### config.mk
export PLATFORM = sky130hd
export DESIGN_NAME = pmem_arbiter_flat
export DESIGN_NICKNAME = d
export VERILOG_FILES = /design/src/rtl/pmem_arbiter_if.sv /design/src/rtl/pmem_arbiter.sv /design/src/flat_wrapper.sv
export SDC_FILE = /design/constraint.sdc
export NUM_CORES = 2
export LEC_CHECK = 0
export ABC_AREA = 1
export ABC_CLOCK_PERIOD_IN_PS = 2520
export CAP_MARGIN = 20
export CORE_AREA = 8 8 639 641
export DETAILED_ROUTE_END_ITERATION = 10
export DIE_AREA = 0 0 647 649
export HOLD_SLACK_MARGIN = 0.15
export SKIP_CTS_REPAIR_TIMING = 1
export SYNTH_ARGS = -nofsm -noshare
export SYNTH_HDL_FRONTEND = slang
export SYNTH_SLANG_ARGS = --single-unit
### constraint.sdc
create_clock -name clk -period 2.52 [get_ports clk]
set_clock_uncertainty 0.15 [all_clocks]
set_input_delay 0.378 -clock clk [delete_from_list [all_inputs] [get_ports clk]]
set_output_delay 0.378 -clock clk [all_outputs]
set_load 0.01 [all_outputs]
### src/rtl/pmem_arbiter_if.sv
// Signal bundle between the I/D cache clients, the pmem arbiter and physical memory.
// The slave modport is the arbiter's view; master is the clients-plus-memory side.
interface pmem_arbiter_if #(
  parameter int unsigned ADDR_W = 32,
  parameter int unsigned LINE_W = 256
);

  logic              i_read;
  logic              i_write;
  logic [ADDR_W-1:0] i_address;
  logic [LINE_W-1:0] i_wdata;
  logic              i_resp;
  logic [LINE_W-1:0] i_rdata;

  logic              d_read;
  logic              d_write;
  logic [ADDR_W-1:0] d_address;
  logic [LINE_W-1:0] d_wdata;
  logic              d_resp;
  logic [LINE_W-1:0] d_rdata;

  logic              pmem_read;
  logic              pmem_write;
  logic [ADDR_W-1:0] pmem_address;
  logic [LINE_W-1:0] pmem_wdata;
  logic              pmem_resp;
  logic [LINE_W-1:0] pmem_rdata;
  logic              pmem_error;

  logic              err;

  modport slave (
    input  i_read, i_write, i_address, i_wdata,
    input  d_read, d_write, d_address, d_wdata,
    input  pmem_resp, pmem_rdata, pmem_error,
    output i_resp, i_rdata, d_resp, d_rdata,
    output pmem_read, pmem_write, pmem_address, pmem_wdata,
    output err
  );

  modport master (
    output i_read, i_write, i_address, i_wdata,
    output d_read, d_write, d_address, d_wdata,
    output pmem_resp, pmem_rdata, pmem_error,
    input  i_resp, i_rdata, d_resp, d_rdata,
    input  pmem_read, pmem_write, pmem_address, pmem_wdata,
    input  err
  );

endinterface

### src/rtl/pmem_arbiter.sv
// Round-robin arbiter merging I-cache and D-cache line requests onto one pmem channel.
// The granted request is latched so memory sees a stable command until pmem_resp.
module pmem_arbiter #(
  parameter int unsigned ADDR_W = 32,
  parameter int unsigned LINE_W = 256
) (
  input logic           clk,
  input logic           rst,
  pmem_arbiter_if.slave bus
);

  typedef enum logic [1:0] {
    ST_IDLE    = 2'd0,
    ST_ISSUE   = 2'd1,
    ST_RESPOND = 2'd2,
    ST_GAP     = 2'd3
  } state_e;

  typedef enum logic {
    CL_I = 1'b0,
    CL_D = 1'b1
  } client_e;

  typedef struct packed {
    logic              write;
    logic [ADDR_W-1:0] addr;
    logic [LINE_W-1:0] wdata;
  } req_t;

  state_e            state_q;
  client_e           last_grant_q;
  req_t              req_q;
  logic              pmem_read_q;
  logic              pmem_write_q;
  logic              i_resp_q;
  logic              d_resp_q;
  logic [LINE_W-1:0] i_rdata_q;
  logic [LINE_W-1:0] d_rdata_q;
  logic              err_q;

  logic              i_req_c;
  logic              d_req_c;
  client_e           gnt_d;
  req_t              req_d;

  assign i_req_c = bus.i_read | bus.i_write;
  assign d_req_c = bus.d_read | bus.d_write;

  // A lone requester wins outright; on contention the client that lost last time goes.
  // A client raising both read and write is treated as a write.
  always_comb begin
    gnt_d = CL_I;
    if (i_req_c && d_req_c) begin
      gnt_d = (last_grant_q == CL_I) ? CL_D : CL_I;
    end else if (d_req_c) begin
      gnt_d = CL_D;
    end
    if (gnt_d == CL_D) begin
      req_d = '{write: bus.d_write, addr: bus.d_address, wdata: bus.d_wdata};
    end else begin
      req_d = '{write: bus.i_write, addr: bus.i_address, wdata: bus.i_wdata};
    end
  end

  always_ff @(posedge clk) begin
    if (rst) begin
      state_q      <= ST_IDLE;
      last_grant_q <= CL_I;
      req_q        <= '0;
      pmem_read_q  <= 1'b0;
      pmem_write_q <= 1'b0;
      i_resp_q     <= 1'b0;
      d_resp_q     <= 1'b0;
      i_rdata_q    <= '0;
      d_rdata_q    <= '0;
      err_q        <= 1'b0;
    end else begin
      i_resp_q <= 1'b0;
      d_resp_q <= 1'b0;
      if (bus.pmem_error) begin
        err_q <= 1'b1;
      end

      case (state_q)
        ST_IDLE: begin
          if (i_req_c || d_req_c) begin
            req_q        <= req_d;
            last_grant_q <= gnt_d;
            pmem_read_q  <= ~req_d.write;
            pmem_write_q <= req_d.write;
            state_q      <= ST_ISSUE;
          end
        end

        // Command stays frozen in req_q; live client inputs are not looked at here.
        ST_ISSUE: begin
          if (bus.pmem_resp) begin
            pmem_read_q  <= 1'b0;
            pmem_write_q <= 1'b0;
            state_q      <= ST_RESPOND;
            if (last_grant_q == CL_D) begin
              d_rdata_q <= bus.pmem_rdata;
              d_resp_q  <= 1'b1;
            end else begin
              i_rdata_q <= bus.pmem_rdata;
              i_resp_q  <= 1'b1;
            end
          end
        end

        ST_RESPOND: state_q <= ST_GAP;

        ST_GAP: state_q <= ST_IDLE;

        default: state_q <= ST_IDLE;
      endcase
    end
  end

  assign bus.pmem_read    = pmem_read_q;
  assign bus.pmem_write   = pmem_write_q;
  assign bus.pmem_address = req_q.addr;
  assign bus.pmem_wdata   = req_q.wdata;
  assign bus.i_resp       = i_resp_q;
  assign bus.i_rdata      = i_rdata_q;
  assign bus.d_resp       = d_resp_q;
  assign bus.d_rdata      = d_rdata_q;
  assign bus.err          = err_q;

endmodule

### src/flat_wrapper.sv
// flat-port wrapper written by rule: the top's interface ports become plain ports
module pmem_arbiter_flat 
#(
  parameter int unsigned ADDR_W = 32,
  parameter int unsigned LINE_W = 256
)
  (clk, rst, bus_i_read, bus_i_write, bus_i_address, bus_i_wdata, bus_d_read, bus_d_write, bus_d_address, bus_d_wdata, bus_pmem_resp, bus_pmem_rdata, bus_pmem_error, bus_i_resp, bus_i_rdata, bus_d_resp, bus_d_rdata, bus_pmem_read, bus_pmem_write, bus_pmem_address, bus_pmem_wdata, bus_err);
  pmem_arbiter_if #(.ADDR_W(ADDR_W), .LINE_W(LINE_W)) bus_i ();
  input logic clk;
  input logic rst;
  input wire logic [$bits(bus_i.i_read)-1:0] bus_i_read;
  input wire logic [$bits(bus_i.i_write)-1:0] bus_i_write;
  input wire logic [$bits(bus_i.i_address)-1:0] bus_i_address;
  input wire logic [$bits(bus_i.i_wdata)-1:0] bus_i_wdata;
  input wire logic [$bits(bus_i.d_read)-1:0] bus_d_read;
  input wire logic [$bits(bus_i.d_write)-1:0] bus_d_write;
  input wire logic [$bits(bus_i.d_address)-1:0] bus_d_address;
  input wire logic [$bits(bus_i.d_wdata)-1:0] bus_d_wdata;
  input wire logic [$bits(bus_i.pmem_resp)-1:0] bus_pmem_resp;
  input wire logic [$bits(bus_i.pmem_rdata)-1:0] bus_pmem_rdata;
  input wire logic [$bits(bus_i.pmem_error)-1:0] bus_pmem_error;
  output wire logic [$bits(bus_i.i_resp)-1:0] bus_i_resp;
  output wire logic [$bits(bus_i.i_rdata)-1:0] bus_i_rdata;
  output wire logic [$bits(bus_i.d_resp)-1:0] bus_d_resp;
  output wire logic [$bits(bus_i.d_rdata)-1:0] bus_d_rdata;
  output wire logic [$bits(bus_i.pmem_read)-1:0] bus_pmem_read;
  output wire logic [$bits(bus_i.pmem_write)-1:0] bus_pmem_write;
  output wire logic [$bits(bus_i.pmem_address)-1:0] bus_pmem_address;
  output wire logic [$bits(bus_i.pmem_wdata)-1:0] bus_pmem_wdata;
  output wire logic [$bits(bus_i.err)-1:0] bus_err;
  assign bus_i.i_read = bus_i_read;
  assign bus_i.i_write = bus_i_write;
  assign bus_i.i_address = bus_i_address;
  assign bus_i.i_wdata = bus_i_wdata;
  assign bus_i.d_read = bus_d_read;
  assign bus_i.d_write = bus_d_write;
  assign bus_i.d_address = bus_d_address;
  assign bus_i.d_wdata = bus_d_wdata;
  assign bus_i.pmem_resp = bus_pmem_resp;
  assign bus_i.pmem_rdata = bus_pmem_rdata;
  assign bus_i.pmem_error = bus_pmem_error;
  assign bus_i_resp = bus_i.i_resp;
  assign bus_i_rdata = bus_i.i_rdata;
  assign bus_d_resp = bus_i.d_resp;
  assign bus_d_rdata = bus_i.d_rdata;
  assign bus_pmem_read = bus_i.pmem_read;
  assign bus_pmem_write = bus_i.pmem_write;
  assign bus_pmem_address = bus_i.pmem_address;
  assign bus_pmem_wdata = bus_i.pmem_wdata;
  assign bus_err = bus_i.err;
  pmem_arbiter #(.ADDR_W(ADDR_W), .LINE_W(LINE_W)) u_core (.clk(clk), .rst(rst), .bus(bus_i));
endmodule
==> key figures <==
Run status
  • Run status: finished, final reports clean

STA
  • FMAX: 400 MHz
  • Worst-Margin Slew: 0.870 ns
  • Fin. max-slew vios: 0
  • Final setup vio count: 0
  • Rel. slew slack: 41.8%
  • Tmin final: 2.50 ns
  • Final hold slack: 0.148 ns
  • Final worst path period share: 99.2%
  • Final WS setup: 0.0201 ns
  • Fin. Hold Viols: 0

Worst setup path
  • Worst EP required: 1.99 ns
  • CP top delay family: buffers and inverters
  • R2R depth: 12
  • CP endpoint kind: output port
  • Worst-path fanout max: 2
  • Setup CP Type: flip-flop to output port
  • Arrival @ worst endpoint: 1.97 ns
  • Buf+Inv Stages, Crit Path: 1
  • RR Startpoint: u_core.state_q[1]$_SDFFE_PP0P_
  • Crit start category: flip-flop
  • Worst-path cell chain: clkdlybuf4s50_1
  • Origin of the worst setup path: u_core.bus.pmem_wdata[121]$_SDFFE_PP0P_
  • R2R Setup Slk: 0.12 ns
  • Longest individual stage delay on the worst path: 0.84 ns
  • FF-to-FF End: u_core.bus.i_rdata[175]$_SDFFE_PP0P_
  • Critical-path top delay cell: clkdlybuf4s50_1

Detailed routing
  • Post-Route WL: 371,000 um
  • WL/cell: 30.9 um
  • Iteration-0 DRC Markers: 4,205
  • Total number of vias: 42.4k
  • DRC violations left: 0
  • DRT antenna net count: 0
  • 1st-pass router iterations: 8
  • Vias per cell: 3.54

Layout
  • Commonest cells after routing, fill and taps aside: clkdlybuf4s50_1 (1,433), nand2_1 (841), dfxtp_1 (806)
  • Final nets: 7,405
  • Area grow syn2layout: 97.3%
  • Final instance area: 65,700 um2
  • Layout cells sized above 1: 7.33%
  • Fin util: 16.5%
  • Filler Cell Count: 44.9k
  • Commonest non-fill, non-tap cell in the layout: clkdlybuf4s50_1

Worst hold path
  • Type of the tightest min-delay check: primary input to flip-flop
  • Hold path depth: 5
  • WHS Endpoint: u_core.bus.pmem_wdata[79]$_SDFFE_PP0P_
  • Worst Min Path Start: bus_i_wdata[79]

Power
  • P_leak: 26.6 nW
  • Max VDD drop: 0.539 mV
  • Final Power: 62.0 mW
  • Pwr Density: 944 nW/um2

Synthesis
  • Seq/Total Area, Yosys: 48.6%
  • Post-Syn Area: 33,300 um2
  • Post-Synthesis Net Count: 5,353
  • Yosys Warn Count: 0
  • Syn Inst Count: 4,509
  • Cell variety after synth: 20
  • Syn Area/Cell: 7.38 um2
  • Yosys reg bits: 808

Flow run
  • Max Cap Viol: 0

Clock network
  • H-tree Lvls: 3
  • Reg clk slew, reported paths: 0.06 ns
  • Total CTS buffers: 104
  • TritonCTS clock tree: yes
  • Root Buffer Master: clkbuf_16
  • Latest clock arrival within the worst-skew pair: 0.83 ns
  • Sink Count: 808
  • Maximum root-to-sink buffer count: 4

Global route
  • Largest net degree at the start of global routing: 92
  • Met2 usage: 27.3%
  • Layer with the highest usage: met2
  • Initial antenna violation count: 311
  • Number of global-route vias before repair: 38.4k
  • GRT Util Overall: 16.6%
  • First-pass GRT wire length: 451,000 um
  • Met3 Use GR: 11.8%
  • Grt met1 use: 17.4%
  • Total grt overflow: 0

Floorplanning
  • Initial core utilization: 8.37%
  • Core ar.: 398,000 um2
  • I/O pins: 1,645
  • # rows: 232
  • DIE AREA: 420,000 um2
  • Die X: 647 um
  • Die height: 649 um

Placed design
  • Detailed Place HPWL: 323,000 um
  • Dpl cell area: 57,000 um2
  • Pre-CTS WS: -0.581 ns
  • Port bufs: 1,644
  • Placer Congestion: 0.945
## logic make-up (layout without fill, tap and decap cells)
| family | count (synthesis) | in the layout | synth area share, % |
|---|---|---|---|
| flip-flops | 808 | 808 | 48.6 |
| adder cells (fa/ha/maj) | 4 | 4 | 0.150 |
| buffers and inverters | 686 | 2822 | 8.93 |
| AO/OA/AOI/OAI | 808 | 808 | 12.1 |
| AND/OR/NAND/NOR | 2203 | 2203 | 30.2 |
| other | 0 | 77 | 0 |
## metrics by stage
| step | std cells | TNS (ns) |
|---|---|---|
| floorplan | 4509 | 0 |
| global placement | 11300 | -147.53 |
| detailed placement | 11300 | -152.75 |
| CTS | 11500 | -17.27 |
| global route | 12000 | -0.0317 |
| finish | 12000 | 0 |
## synthesized netlist by cell type (all sizes together)
| cell type | instances | area share [%] |
|---|---|---|
| nor2 | 521 | 5.9 |
| ha | 4 | 0.15 |
| inv | 297 | 3.3 |
| nand3 | 547 | 8.2 |
| dfxtp | 808 | 49 |
| nand3b | 288 | 6.5 |
| o21ai | 260 | 3.9 |
| clkbuf | 148 | 1.7 |
| nor3 | 1 | 0.015 |
| buf | 241 | 3.9 |
| a21oi | 548 | 8.2 |
| or2 | 2 | 0.038 |
| nand2 | 844 | 9.5 |
## per-layer routing
metal	vias to the layer above	share of wire (%)
li1	18900	-
met1	20000	37
met2	2384	45
met3	783	14
met4	280	3.3
met5	-	0.50
## final cells by class
class | count | area, um2 | share of cell area (%)
Timing Repair Buffer | 2335 | 23800 | 36.3
Sequential cell | 808 | 16200 | 24.6
Multi-Input combinational cell | 3015 | 14200 | 21.6
Tap cell | 5265 | 6590 | 10.0
Clock buffer | 146 | 2980 | 4.54
Inverter | 297 | 1150 | 1.75
Clock inverter | 44 | 556 | 0.846
Antenna cell | 77 | 193 | 0.293
## worst max-delay path by stage
stage	endpoint	depth (start not counted)
floorplan	u_core.bus.i_rdata[226]$_SDFFE_PP0P_	9
global placement	u_core.bus.pmem_wdata[174]$_SDFFE_PP0P_	9
global route	bus_pmem_wdata[121]	1
CTS	u_core.bus.i_rdata[240]$_SDFFE_PP0P_	11
finish	bus_pmem_wdata[121]	1
detailed placement	u_core.bus.pmem_wdata[191]$_SDFFE_PP0P_	9
## state kept, by name, summed over array words and instances (netlist names)
| register | cells |
|---|---|
| u_core.bus.i_rdata | 256 |
| u_core.bus.err | 1 |
| u_core.bus.d_rdata | 256 |
| u_core.bus.i_resp | 1 |
| u_core.last_grant_q | 1 |
| u_core.state_q | 2 |
| u_core.bus.pmem_read | 1 |
| u_core.bus.pmem_address | 32 |
| u_core.bus.d_resp | 1 |
| u_core.bus.pmem_write | 1 |
| u_core.bus.pmem_wdata | 256 |
## power breakdown
part / switching [mW] / internal (mW)
Sequential: 2.04 / 15.7
Clock: 6.58 / 9.30
Combinational: 17.5 / 10.9
Total: 26.1 / 35.9
Power figures use the tool's default switching activity.
